$ cat config.mk
export PLATFORM = sky130hd
export DESIGN_NAME = vga_hex_reg
export DESIGN_NICKNAME = d
export VERILOG_FILES = /design/src/rtl/vga_hex_reg.sv
export SDC_FILE = /design/constraint.sdc
export NUM_CORES = 1
export LEC_CHECK = 0
export CAP_MARGIN = 20
export CORE_ASPECT_RATIO = 1.1
export CORE_MARGIN = 1.5
export CORE_UTILIZATION = 45
export DETAILED_ROUTE_END_ITERATION = 6
export PLACE_DENSITY = 0.7
export SLEW_MARGIN = 20
export SYNTH_ARGS = -nofsm -noshare
export SYNTH_HDL_FRONTEND = slang
export SYNTH_SLANG_ARGS = --single-unit
$ cat constraint.sdc
create_clock -name px_clk -period 3.9 [get_ports px_clk]
set_input_delay 0.39 -clock px_clk [delete_from_list [all_inputs] [get_ports px_clk]]
set_output_delay 0.39 -clock px_clk [all_outputs]
set_load 0.005 [all_outputs]
$ cat src/rtl/vga_hex_reg.sv
// vga_hex_reg: draws a NIBBLES-digit hex value as 8x8 glyphs on a 26-bit RGB pixel stream, 2-cycle latency.
// Define VGA_HEX_REG_BORDER_EN to add a 1-pixel FG rectangle around the digit box.
module vga_hex_reg #(
    parameter int          NIBBLES = 2,
    parameter int          SEP     = 2,
    parameter logic [2:0]  FG      = 3'b111,
    parameter logic [2:0]  BG      = 3'b000
) (
    input  logic                   px_clk,
    input  logic                   reset,
    input  logic [25:0]            strRGB_in,
    input  logic [4*NIBBLES-1:0]   value,
    input  logic [9:0]             x_pos,
    input  logic [9:0]             y_pos,
    output logic [25:0]            strRGB
);

    localparam int         PITCH = 8 + SEP;
    localparam int         W     = NIBBLES * 8 + (NIBBLES - 1) * SEP;
    localparam logic [10:0] W11  = 11'(W);
    localparam int         DW    = (NIBBLES > 1) ? $clog2(NIBBLES) : 1;

    function automatic logic [7:0] glyph_row(input logic [3:0] n, input logic [2:0] r);
        logic [63:0] g;
        case (n)
            4'h0:    g = 64'h3C666E7666663C00;
            4'h1:    g = 64'h183818181818_7E00;
            4'h2:    g = 64'h3C66060C30607E00;
            4'h3:    g = 64'h3C66061C06663C00;
            4'h4:    g = 64'h0C1C3C6C7E0C0C00;
            4'h5:    g = 64'h7E607C0606663C00;
            4'h6:    g = 64'h3C607C6666663C00;
            4'h7:    g = 64'h7E060C1830303000;
            4'h8:    g = 64'h3C66663C66663C00;
            4'h9:    g = 64'h3C66663E060C3800;
            4'hA:    g = 64'h183C66667E666600;
            4'hB:    g = 64'h7C66667C66667C00;
            4'hC:    g = 64'h3C66606060663C00;
            4'hD:    g = 64'h786C6666666C7800;
            4'hE:    g = 64'h7E60607C60607E00;
            default: g = 64'h7E60607C60606000;
        endcase
        return g[8*(7-int'(r)) +: 8];
    endfunction

    // Per-frame snapshot of the displayed value and box position
    logic [4*NIBBLES-1:0] value_q, value_d;
    logic [9:0]           xs_q, xs_d, ys_q, ys_d;
    logic                 frame_start;

    assign frame_start = (strRGB_in[22:3] == 20'd0);

    always_comb begin
        value_d = value_q;
        xs_d    = xs_q;
        ys_d    = ys_q;
        if (frame_start) begin
            value_d = value;
            xs_d    = x_pos;
            ys_d    = y_pos;
        end
    end

    always_ff @(posedge px_clk) begin
        if (reset) begin
            value_q <= '0;
            xs_q    <= '0;
            ys_q    <= '0;
        end else begin
            value_q <= value_d;
            xs_q    <= xs_d;
            ys_q    <= ys_d;
        end
    end

    // ---- Stage 1: geometry (11-bit so box edges past 1023 never wrap) ----
    logic [10:0]   xc, yc, xs, ys, rel_x, rel_y, colw;
    logic          in_box_d, in_sep_d;
    logic [DW-1:0] dig;
    logic [3:0]    nib_d;
`ifdef VGA_HEX_REG_BORDER_EN
    logic          border_d, border_p1_q;
`endif

    always_comb begin
        xc    = {1'b0, strRGB_in[22:13]};
        yc    = {1'b0, strRGB_in[12:3]};
        xs    = {1'b0, xs_q};
        ys    = {1'b0, ys_q};
        rel_x = xc - xs;
        rel_y = yc - ys;
        in_box_d = (xc >= xs) && (xc < xs + W11) && (yc >= ys) && (yc < ys + 11'd8);
        dig  = '0;
        colw = rel_x;
        for (int d = 1; d < NIBBLES; d++) begin
            if (rel_x >= 11'(d * PITCH)) begin
                dig  = DW'(d);
                colw = rel_x - 11'(d * PITCH);
            end
        end
        in_sep_d = (colw[10:3] != 8'd0);
        nib_d = value_q[4*NIBBLES-1 -: 4];
        for (int d = 1; d < NIBBLES; d++) begin
            if (dig == DW'(d)) nib_d = value_q[4*(NIBBLES-d)-1 -: 4];
        end
`ifdef VGA_HEX_REG_BORDER_EN
        // Left/top edges compare xc+1 / yc+1 so a zero position suppresses them instead of wrapping
        border_d = (xc + 11'd1 >= xs) && (xc <= xs + W11) &&
                   (yc + 11'd1 >= ys) && (yc <= ys + 11'd8) &&
                   ((xc + 11'd1 == xs) || (xc == xs + W11) ||
                    (yc + 11'd1 == ys) || (yc == ys + 11'd8));
`endif
    end

    logic [25:0] str_p1_q;
    logic        in_box_p1_q, in_sep_p1_q;
    logic [3:0]  nib_p1_q;
    logic [2:0]  row_p1_q, col_p1_q;

    always_ff @(posedge px_clk) begin
        if (reset) begin
            str_p1_q    <= '0;
            in_box_p1_q <= 1'b0;
            in_sep_p1_q <= 1'b0;
            nib_p1_q    <= '0;
            row_p1_q    <= '0;
            col_p1_q    <= '0;
`ifdef VGA_HEX_REG_BORDER_EN
            border_p1_q <= 1'b0;
`endif
        end else begin
            str_p1_q    <= strRGB_in;
            in_box_p1_q <= in_box_d;
            in_sep_p1_q <= in_sep_d;
            nib_p1_q    <= nib_d;
            row_p1_q    <= rel_y[2:0];
            col_p1_q    <= colw[2:0];
`ifdef VGA_HEX_REG_BORDER_EN
            border_p1_q <= border_d;
`endif
        end
    end

    // ---- Stage 2: glyph lookup and colour select ----
    logic [7:0]  glyph;
    logic        pix;
    logic [2:0]  rgb_d;
    logic [25:0] out_q, out_d;

    always_comb begin
        glyph = glyph_row(nib_p1_q, row_p1_q);
        pix   = glyph[3'd7 - col_p1_q];
        rgb_d = str_p1_q[25:23];
        if (!str_p1_q[0])
            rgb_d = 3'b000;
`ifdef VGA_HEX_REG_BORDER_EN
        else if (border_p1_q)
            rgb_d = FG;
`endif
        else if (in_box_p1_q && !in_sep_p1_q && pix)
            rgb_d = FG;
        else if (in_box_p1_q)
            rgb_d = BG;
        out_d = {rgb_d, str_p1_q[22:0]};
    end

    always_ff @(posedge px_clk) begin
        if (reset) out_q <= '0;
        else       out_q <= out_d;
    end

    assign strRGB = out_q;

endmodule

==> results.json, run 1 <==
{
  "setup_viol_count_final": 0,
  "ys.flop_type": "dfxtp_1",
  "ys_seq_elements": 126,
  "dieArea_sq_um": 14500,
  "synth_edf_count": 0,
  "synthTopCellsByArea": "dfxtp_1, ha_1, mux2i_1, nor2b_1, nor2_1",
  "cts_made_buffers": 17,
  "grt_pass1_vias": 5195,
  "die_y_um": 126,
  "max_stage_delay_ns": 0.55,
  "finalMaxSlewViolations": 0,
  "clock-sinks": 126,
  "htree_num_levels": 4,
  "fin_ws_ns": 0.252,
  "netlist_instances": 645,
  "skew_ns": 0.00795,
  "overflow": 0,
  "yosys.area.top_type": "dfxtp_1",
  "final_util_pct": 61.0,
  "rsz0062_at_grt": "no",
  "start_kind": "flip-flop",
  "start_util_pct": 46.5,
  "cp.buffers_inverters": 3,
  "cts_tree": "yes",
  "syn2layout_area_growth_pct": 31.4,
  "holdWs_ns": 0.432,
  "grt_max_degree": 61,
  "synth.distinct_cells": 65,
  "crit_slowest_cell": "or4_4",
  "multi_input_area_sq_um": 3400,
  "hpwl_mm": 11.8,
  "drv_cap": 0,
  "period_needed_ns": 3.65,
  "fin_nets": 884,
  "avgSynthCellArea_sq_um": 9.60,
  "p_leak_nw": 3.16,
  "required_ns": 4.21,
  "worst_setup_path_end_kind": "flip-flop",
  "clock_latency_ns": 0.41,
  "crit_chain": "inv_1, ha_1, nor2b_1, o21ai_1, a211oi_1, nand4b_1, or4_4, buf_4, nor2_8, mux2i_2, buf_12, and3_1, o21ba_2",
  "fp.coreArea_sq_um": 13300,
  "yosys_warnings": 0,
  "clkTransAtPathRegs_ns": 0.06,
  "place.gp.congestion": 0.901,
  "regArea_sq_um": 2520,
  "synthesis.nets": 750,
  "first_pass_iters": 5,
  "cp_top_family": "simple AND/OR/NAND/NOR gates",
  "vias": 5025,
  "syn_area_sq_um": 6190,
  "ctsHoldBuffers": 0,
  "final_antenna_net_count": 0,
  "pwr_density_cell_nw_per_um2": 383,
  "fmax_ghz": 0.274,
  "status": "complete, no violations",
  "path_class": "reg -> reg",
  "io_pins": 82,
  "dieWidth_um": 115,
  "hp-class": "reg -> reg",
  "placement_rows": 44,
  "clockBufferDepth": 2,
  "synth-async-reset-ratio_pct": 0,
  "grt_use_total_pct": 22.6,
  "fillCellCount": 1164,
  "cp.arrival_ns": 3.96,
  "hold_viol": 0,
  "drt_wl_total_mm": 15.4,
  "fin_crit_sh_pct": 93.5,
  "drive_gt1_share_pct": 16.1,
  "pre_cts_ws_ns": -0.216,
  "antenna_found_initial": 0,
  "clockRootBuffer": "clkbuf_16",
  "r2r_slack_ns": 0.25,
  "max_slew_margin_pct": 57.7,
  "tightestPinTransition_ns": 0.633,
  "grt_pass1_wl_mm": 25.5,
  "wire_per_inst_um": 15.8,
  "drc": 0,
  "port_buffers": 81,
  "synth_top_area_share_pct": 40.8,
  "yosysSeqAreaShare_pct": 40.8,
  "vias_per_cell": 5.15,
  "dr.first_iter.drc_count": 216,
  "irDropWorstVdd_mv": 0.243,
  "n_antenna_cell": 0,
  "worstPathMaxFanout": 14
}
[cell usage after synthesis (all sizes together), types with 3 or more instances]
cell	n
mux2	4
mux4	5
a31oi	4
xnor2	15
a21boi	3
and2	3
nor2b	57
ha	47
a211o	3
o32ai	3
buf	10
o211ai	5
nor3	9
a21oi	35
a21o	6
o221ai	4
nand3	14
a22oi	5
mux2i	44
nor4	7
o21a	11
nand2	30
dfxtp	126
and3	4
xor2	3
inv	38
clkbuf	17
nor2	61
o21ai	30
a211oi	6
nand2b	8
[timing repair]
item / in CTS / in global routing
gates resized for setup: 0 / 3
buffers inserted: 0 / 1
setup endpoints to repair: 0 / 10
[cells by family after synthesis]
group	count (synthesis)	share of synthesized area, %
xor+xnor	18	2.85
fa+ha+maj	49	10.1
simple gates	202	17.0
buf+inv	65	4.63
mux	53	9.84
compound gates	132	14.7
flops	126	40.8
[layout make-up]
class,count,share of cell area (%)
well taps,184,2.83
clock buffers,17,5.23
multi-input cells,454,41.8
flip-flops and latches,126,31.0
inverters,38,1.75
clock inverters,14,1.63
repair buffers,142,15.7
[routing by layer]
layer	GRT usage (%)	vias to the layer above	part of all wire [%]
li1	-	2524	-
met1	28.2	2356	45
met2	37.8	113	48
met3	5.05	32	3.6
met4	9.22	0	2.7
met5	0	-	0
[layout by cell type (no fill, tap or decap), drive strengths merged, types with 5 or more instances in the layout]
master,Yosys,layout
clkdlybuf4s50,0,80
buf,10,62
nor3,9,9
a21o,6,6
ha,47,47
clkbuf,17,17
a211oi,6,6
o211ai,5,5
nand2,30,30
nor2b,57,57
mux2i,44,44
o21a,11,11
nand3,14,14
a22oi,5,5
nand2b,8,8
mux4,5,5
nor2,61,61
inv,38,43
xnor2,15,15
nor4,7,7
dfxtp,126,126
a21oi,35,35
o21ai,30,30
clkinv,0,6
[metrics by stage]
| stage | power [mW] | setup TNS [ns] | cells | instance area, sq um |
|---|---|---|---|---|
| after floorplan | 1.49 | 0 | 645 | 6190 |
| after global placement | 1.64 | -3.81 | 943 | 7560 |
| after detailed placement | 1.65 | -3.87 | 943 | 7560 |
| after CTS | 3.15 | 0 | 974 | 8110 |
| after global routing | 3.24 | 0 | 975 | 8130 |
| final | 3.11 | 0 | 975 | 8130 |
[power by group]
group          switching, mW  internal [mW]  total, mW
Clock                  0.610          0.883       1.49
Combinational          0.125          0.162      0.287
Sequential            0.0165           1.32       1.33
[worst paths after layout]
kind,startpoint,to,cells past startpoint
max reg2reg,xs_q[1]$_SDFFE_PP0N_,flip-flop,13
min,str_p1_q[4]$_SDFF_PP0_,strRGB[4]$_SDFF_PP0_,1
max,xs_q[1]$_SDFFE_PP0N_,flip-flop,13
min reg2reg,str_p1_q[4]$_SDFF_PP0_,strRGB[4]$_SDFF_PP0_,1
Power figures use the tool's default switching activity.
==> run 2, diff against run 1 <==
- CORE_MARGIN: 1.5 -> 3
==> run 2 against run 1 <==
Cell count unchanged. Combinational power about the same. Maximum frequency down 3.1%. Critical path depth up 2. First-iteration DRC count up 6.5%.
==> results.json, run 2 (synthesis gave the netlist of run 1 again) <==
{
  "port_buffers": 81,
  "setup_viol_count_final": 0,
  "cp.arrival_ns": 4.08,
  "power_switching_mw": 0.754,
  "cts_setup_buffers": 0,
  "fmax_ghz": 0.266,
  "grt_pass1_vias": 5182,
  "power_frac_comb_pct": 9.1,
  "skew_ns": 0.00698,
  "cts_tree": "yes",
  "p_int_mw": 2.36,
  "final_util_pct": 61.3,
  "grt_max_degree": 58,
  "numPlacedInstances": 943,
  "seq_power_share_pct": 42.9,
  "holdWs_ns": 0.432,
  "start_util_pct": 46.5,
  "syn2layout_area_growth_pct": 31.9,
  "htree_num_levels": 4,
  "final.setup.tns_ns": 0,
  "clock_power_share_pct": 48.0,
  "clock_latency_ns": 0.42,
  "final_cells": 975,
  "drc": 0,
  "hpwl_mm": 12.0,
  "wire_per_inst_um": 16.0,
  "final_common_cell": "dfxtp_1",
  "fin_crit_sh_pct": 96.6,
  "status": "complete, no violations",
  "worst_setup_path_end_kind": "flip-flop",
  "hp-class": "reg -> reg",
  "final_antenna_net_count": 0,
  "rsz0062_at_grt": "no",
  "n_antenna_cell": 0,
  "fp.coreArea_sq_um": 13300,
  "dr.first_iter.drc_count": 230,
  "final_cell_area_sq_um": 8170,
  "first_pass_iters": 5,
  "fin_nets": 883,
  "ctsHoldBuffers": 0,
  "dieWidth_um": 118,
  "irDropWorstVdd_mv": 0.254,
  "placed_area_sq_um": 7580,
  "pre_cts_ws_ns": -0.326,
  "finalPower_mw": 3.11,
  "finalMaxSlewViolations": 0,
  "start_kind": "primary input",
  "placement_rows": 44,
  "die_y_um": 129,
  "io_pins": 82,
  "most-common-layout-cells": "dfxtp_1, clkdlybuf4s50_1, nor2_1, buf_4, nor2b_1",
  "p_leak_nw": 3.17,
  "drive_gt1_share_pct": 16.2,
  "cts_made_buffers": 17,
  "place.gp.congestion": 0.974,
  "tightestPinTransition_ns": 0.708,
  "grt_pass1_wl_mm": 25.8,
  "clockBufferDepth": 2,
  "drv_cap": 0,
  "required_ns": 4.21,
  "dieArea_sq_um": 15200,
  "vias_per_cell": 5.16,
  "clkTransAtPathRegs_ns": 0.06,
  "hold_viol": 0,
  "antenna_found_initial": 0,
  "drt_wl_total_mm": 15.6,
  "vias": 5030,
  "period_needed_ns": 3.77,
  "rr_worst_depth": 13,
  "path_class": "in -> reg",
  "clockRootBuffer": "clkbuf_16",
  "grt_use_total_pct": 21.2,
  "clock-sinks": 126,
  "worstPathMaxFanout": 6,
  "max_slew_margin_pct": 52.8,
  "overflow": 0,
  "hold_path_depth": 1,
  "pwr_density_cell_nw_per_um2": 381,
  "fin_ws_ns": 0.134,
  "p_sw_share_pct": 24.3
}
-- run 2: routing by layer --
metal	wire [um]	share of wire [%]	vias up	global-route usage [%]
li1	-	-	2516	-
met1	7000	45	2339	27.0
met2	7500	48	155	36.0
met3	791	5.1	20	4.97
met4	291	1.9	0	6.97
met5	0	0	-	0
-- run 2: layout make-up --
type                            instances  area, sq um
Clock inverter                         15          135
Inverter                               38          143
Fill cell                            1185         5160
Timing Repair Buffer                  141         1290
Clock buffer                           17          425
Tap cell                              184          230
Sequential cell                       126         2520
Multi-Input combinational cell        454         3420
-- run 2: path summary, 6_finish.rpt --
check,from,to,slack (ns)
setup / recovery,strRGB_in[13],flip-flop,0.13
hold / removal,str_p1_q[4]$_SDFF_PP0_,strRGB[4]$_SDFF_PP0_,0.43
setup reg to reg,xs_q[3]$_SDFFE_PP0N_,flip-flop,0.33
hold reg to reg,str_p1_q[4]$_SDFF_PP0_,strRGB[4]$_SDFF_PP0_,0.43
-- run 2: repair_timing --
| item | CTS | global route |
|---|---|---|
| setup endpoints to repair | 0 | 12 |
| gates resized for setup | 0 | 5 |
| endpoints found under the hold margin | 0 | 0 |
-- run 2: power groups by stage --
stage	Clock (mW)	Sequential [mW]	Combinational [mW]
finish	1.49	1.33	0.284
global route	1.58	1.34	0.312
CTS	1.52	1.33	0.284
detailed placement	0	1.36	0.282
global placement	0	1.36	0.275
floorplan	0	1.35	0.142
-- run 2: critical path, stage by stage --
cell and delay (ns):
clkdlybuf4s50_1 0.51, inv_1 0.09, ha_1 0.23, fa_1 0.47
nor2b_4 0.15, o31a_4 0.15, a21oi_4 0.06, o21a_1 0.20
or4_4 0.59, o21ai_1 0.30, a21oi_4 0.13, inv_1 0.14
ha_1 0.20, and3_1 0.27, o21ba_2 0.19
